===== src/rtl/gpio_serializer_p.sv =====
// Parallel-to-serial GPIO transmitter: one-word holding register feeding a shifter with programmable bit period.
// Optional even-parity bit after the data bits when SER_PARITY_EN is defined.
module gpio_serializer_p #(
  parameter int unsigned DATA_W    = 8,
  parameter int unsigned DIV       = 1,
  parameter bit          MSB_FIRST = 1'b1,
  parameter logic        IDLE_LVL  = 1'b0
) (
  input  logic              clk,
  input  logic              rst_n,
  input  logic              s_valid,
  input  logic [DATA_W-1:0] s_data,
  output logic              s_ready,
  output logic              ser_out,
  output logic              ser_en,
  output logic              done,
  output logic              busy
);

`ifdef SER_PARITY_EN
  localparam int unsigned FL = DATA_W + 1;
`else
  localparam int unsigned FL = DATA_W;
`endif
  localparam int unsigned BW = (FL > 1) ? $clog2(FL) : 1;
  localparam int unsigned DW = (DIV > 1) ? $clog2(DIV) : 1;
  localparam logic [BW-1:0] BIT_LAST = BW'(FL - 1);
  localparam logic [DW-1:0] DIV_LAST = DW'(DIV - 1);

  typedef enum logic {IDLE, SHIFT} state_t;

  state_t            state;
  logic [DATA_W-1:0] hold;
  logic              hold_full;
  logic [FL-1:0]     shreg;
  logic [FL-1:0]     frame;
  logic [BW-1:0]     bit_cnt;
  logic [DW-1:0]     div_cnt;
  logic              accept;
  logic              last;
  logic              load;

  assign s_ready = !hold_full;
  assign accept  = s_valid && !hold_full;
  assign last    = (state == SHIFT) && (bit_cnt == BIT_LAST) && (div_cnt == '0);
  assign load    = hold_full && ((state == IDLE) || last);

  // Frame is laid out so that bit 0 is always the first one on the wire.
  always_comb begin
    frame = '0;
    for (int i = 0; i < int'(DATA_W); i++) begin
      frame[i] = MSB_FIRST ? hold[int'(DATA_W) - 1 - i] : hold[i];
    end
`ifdef SER_PARITY_EN
    frame[FL-1] = ^hold;
`endif
  end

  always_ff @(posedge clk or negedge rst_n) begin
    if (!rst_n) begin
      state     <= IDLE;
      hold      <= '0;
      hold_full <= 1'b0;
      shreg     <= '0;
      bit_cnt   <= '0;
      div_cnt   <= '0;
      ser_out   <= IDLE_LVL;
      ser_en    <= 1'b0;
      done      <= 1'b0;
      busy      <= 1'b0;
    end else begin
      done <= last;
      busy <= load || ((state == SHIFT) && !last) || accept || (hold_full && !load);

      if (accept) begin
        hold      <= s_data;
        hold_full <= 1'b1;
      end else if (load) begin
        hold_full <= 1'b0;
      end

      // A pending word is loaded on the last bit's final edge, keeping back-to-back frames gap-free.
      if (load) begin
        state   <= SHIFT;
        shreg   <= frame;
        ser_out <= frame[0];
        ser_en  <= 1'b1;
        bit_cnt <= '0;
        div_cnt <= DIV_LAST;
      end else if (last) begin
        state   <= IDLE;
        ser_out <= IDLE_LVL;
        ser_en  <= 1'b0;
        bit_cnt <= '0;
        div_cnt <= '0;
      end else if (state == SHIFT) begin
        if (div_cnt == '0) begin
          shreg   <= shreg >> 1;
          ser_out <= shreg[1];
          bit_cnt <= bit_cnt + 1'b1;
          div_cnt <= DIV_LAST;
        end else begin
          div_cnt <= div_cnt - 1'b1;
        end
      end
    end
  end

endmodule


===== config.mk =====
export PLATFORM = sky130hd
export DESIGN_NAME = gpio_serializer_p
export DESIGN_NICKNAME = d
export VERILOG_FILES = /design/src/rtl/gpio_serializer_p.sv
export SDC_FILE = /design/constraint.sdc
export NUM_CORES = 1
export LEC_CHECK = 0
export BUFFER_PORTS_ARGS = -buffer_cell sky130_fd_sc_hd__buf_2
export CORE_UTILIZATION = 53
export DETAILED_ROUTE_END_ITERATION = 10
export HOLD_SLACK_MARGIN = 0.03
export PLACE_DENSITY = 0.76
export SYNTH_ARGS = -nofsm -noshare
export SYNTH_HDL_FRONTEND = slang
export SYNTH_SLANG_ARGS = --single-unit

===== constraint.sdc =====
create_clock -name clk -period 1.9 [get_ports clk]
set_clock_uncertainty 0.2 [all_clocks]
set_input_delay 0.095 -clock clk [delete_from_list [all_inputs] [get_ports clk]]
set_output_delay 0.095 -clock clk [all_outputs]
set_load 0.01 [all_outputs]

==> results.cfg <==
[run_status]
outcome = finished clean

[clock_tree]
cts_setup_buffers = 0
clockBufferDepth = 2
path_clk_slew_ps = 110
clock_latency_ps = 290
cts_tree = built
cts_num_sinks = 23
cts_buffers = 3
htree_levels = 1
cts-root-buf = clkbuf_4

[critical_path]
required_ps = 1890
crit_type = reg -> reg
critPathMostFrequentCell = ha_1
worstReg2RegEnd = shreg[5]
slowest_stage = dfrtp_1
crit_path_start_kind = register
crit_fanout = 8
worstPathArrival_ps = 1800
endpoint_kind = register
ff2ff_setup_slack_ps = 90
cp_slowest_stage_delay_ps = 400
rr_startpoint = bit_cnt[0]
ff2ff_path_depth = 4
crit_chain = ha_1, ha_1, nand2b_1, mux2_4

[sta]
max_freq_mhz = 553.5
rsz0062_at_grt = no
maxSlewHeadroom_pct = 66.96
tightest_slew_ps = 495.5
hold_violations = 0
finalCritPeriodShare_pct = 95.09
finalMaxSlewViolations = 0
setup_tns_ps = 0
min_period_ps = 1807
setup_viol = 0

[floorplan]
coreArea_sq_um = 1745
chipWidth_microns = 45.30
rows = 15
die_h_microns = 45.30
ioPinCount = 16
start_util_pct = 56.92
die-area_sq_um = 2052

[synth]
seq_area_frac_synth_pct = 57.93
synthTopCellsByArea = dfrtp_1 (58%), mux2_2 (17%), mux2_4 (9.1%)
netlist_instances = 67
netlist_area_sq_um = 993.5
syn_nets = 80
yosys.area.top_type_share_pct = 57.93
yosysUniqueCellTypes = 19
avgSynthCellArea_sq_um = 14.83
ys_ff_latch = 23
yosys_warnings = 0
yosysTopAreaCell = dfrtp_1

[placement]
portBuffers = 15
hpwl_microns = 1037
globalplace.congestion = 0.7201

[power]
finalPower_mw = 1.750
cellLeakagePower_nw = 0.5916
powerDensity_nw_per_um2 = 1425
ir_drop_uv = 935.8

[min_path]
worstHoldPathType = in -> async

[routing]
routedWlPerCell_microns = 12.55
drc = 0
dr.pass1.iters = 2
num_vias = 592
drtAntennaViolNets = 0
viasPerCell = 4.893
wirelength_microns = 1519
drtIter0Drc = 3

[grt]
grt_max_degree = 24
grt_pass1_wl_microns = 2490
grt_util_all_layers_pct = 17.25
grt_overflow = 0
grt_antenna_before_repair = 0
grt_pass1_vias = 590

[final_layout]
final-seq-area_sq_um = 575.6
diodes = 0
final.fill_count = 136
final_layout_size_suffix_gt1_share_pct = 43.75
synthToLayoutAreaGrowth_pct = 23.55
layout.nets = 110
final_cell_mix = dfrtp_1 (23), mux2_2 (15), buf_2 (15), dlygate4sd3_1 (10), mux2_4 (6)
fin_util_pct = 70.32
multiInputGateArea_sq_um = 389.1
layout_commonest_cell = dfrtp_1

[job]
maxCapViolations = 0
==> cells in the mapped netlist <==
master and count:
buf_2 2, a22o_1 1, and2_1 1, o2bb2ai_1 1, dfrtp_1 23, o221ai_1 1, mux2_2 15, mux2_4 6
mux2i_1 2, nand3_1 1, buf_6 1, inv_1 2, ha_1 2, nand2b_1 1, nor2_1 2, or3_1 1
nand2_1 2, a21o_1 1, nor2b_1 2
==> critical path: cells and delay by family, from the launching register on <==
| family | cells | cell delay [ps] |
|---|---|---|
| AND/OR/NAND/NOR | 1 | 340 |
| flip-flops | 1 | 400 |
| adder cells (fa/ha/maj) | 2 | 390 |
| multiplexers | 1 | 380 |
==> logic make-up (layout without fill, tap and decap cells) <==
kind of cell    Yosys count  count (layout)  share of synthesized area, %
mux                      23              23                         28.09
flops                    23              23                         57.93
simple gates             10              10                         5.165
buf+inv                   5              34                         2.897
compound gates            4               4                         3.401
fa+ha+maj                 2               2                         2.518
==> per-stage QoR <==
step	area, sq um	worst slack (ps)	hold slack [ps]	std cells
detailed placement	1101	116.1	-114.2	107
floorplan	993.5	212.4	-400.6	67
finish	1227	93.32	88.85	121
CTS	1227	96.84	100.6	121
global route	1227	37.39	110.9	121
global placement	1101	152.0	-112.4	107
==> area by class of cell <==
class	instances	area share [%]
clock buffers	4	2.141
flip-flops and latches	23	46.89
multi-input cells	39	31.70
repair buffers	28	16.11
well taps	25	2.548
inverters	2	0.6116
==> power by group <==
| part | leakage (nW) | total (mW) | switching [mW] | internal, mW |
|---|---|---|---|---|
| clock | 0.0150 | 0.211 | 0.129 | 0.0815 |
| sequential | 0.279 | 0.839 | 0.146 | 0.693 |
| combinational | 0.298 | 0.700 | 0.247 | 0.453 |
| total | 0.592 | 1.75 | 0.522 | 1.23 |
==> flip-flops by register name, indices dropped and copies added (netlist names) <==
| register | flops |
|---|---|
| ser_out | 1 |
| state | 1 |
| shreg | 7 |
| done | 1 |
| busy | 1 |
| hold | 8 |
| bit_cnt | 3 |
| hold_full | 1 |
==> routing by layer <==
layer	track usage [%]	part of all wire [%]	up-vias
met3	3.600	2.6	2
met4	3.636	0.53	0
li1	-	-	292
met5	0	0	-
met2	30.43	47	12
met1	21.81	49	286
==> repair_timing <==
action | 4_1_cts | 5_1_grt
hold endpoints to repair | 32 | 0
resized for setup | 0 | 0
hold buffers | 10 | 0
==> worst max path at each step <==
| stage | from | end | slack (ps) | cells past startpoint |
|---|---|---|---|---|
| floorplan | bit_cnt[0] | shreg[2] | 210 | 5 |
| global placement | bit_cnt[0] | shreg[5] | 150 | 4 |
| detailed placement | bit_cnt[0] | shreg[5] | 120 | 4 |
| CTS | bit_cnt[0] | shreg[5] | 100 | 4 |
| global route | bit_cnt[0] | shreg[5] | 40 | 4 |
| finish | bit_cnt[0] | shreg[5] | 90 | 4 |
Power figures use the tool's default switching activity.
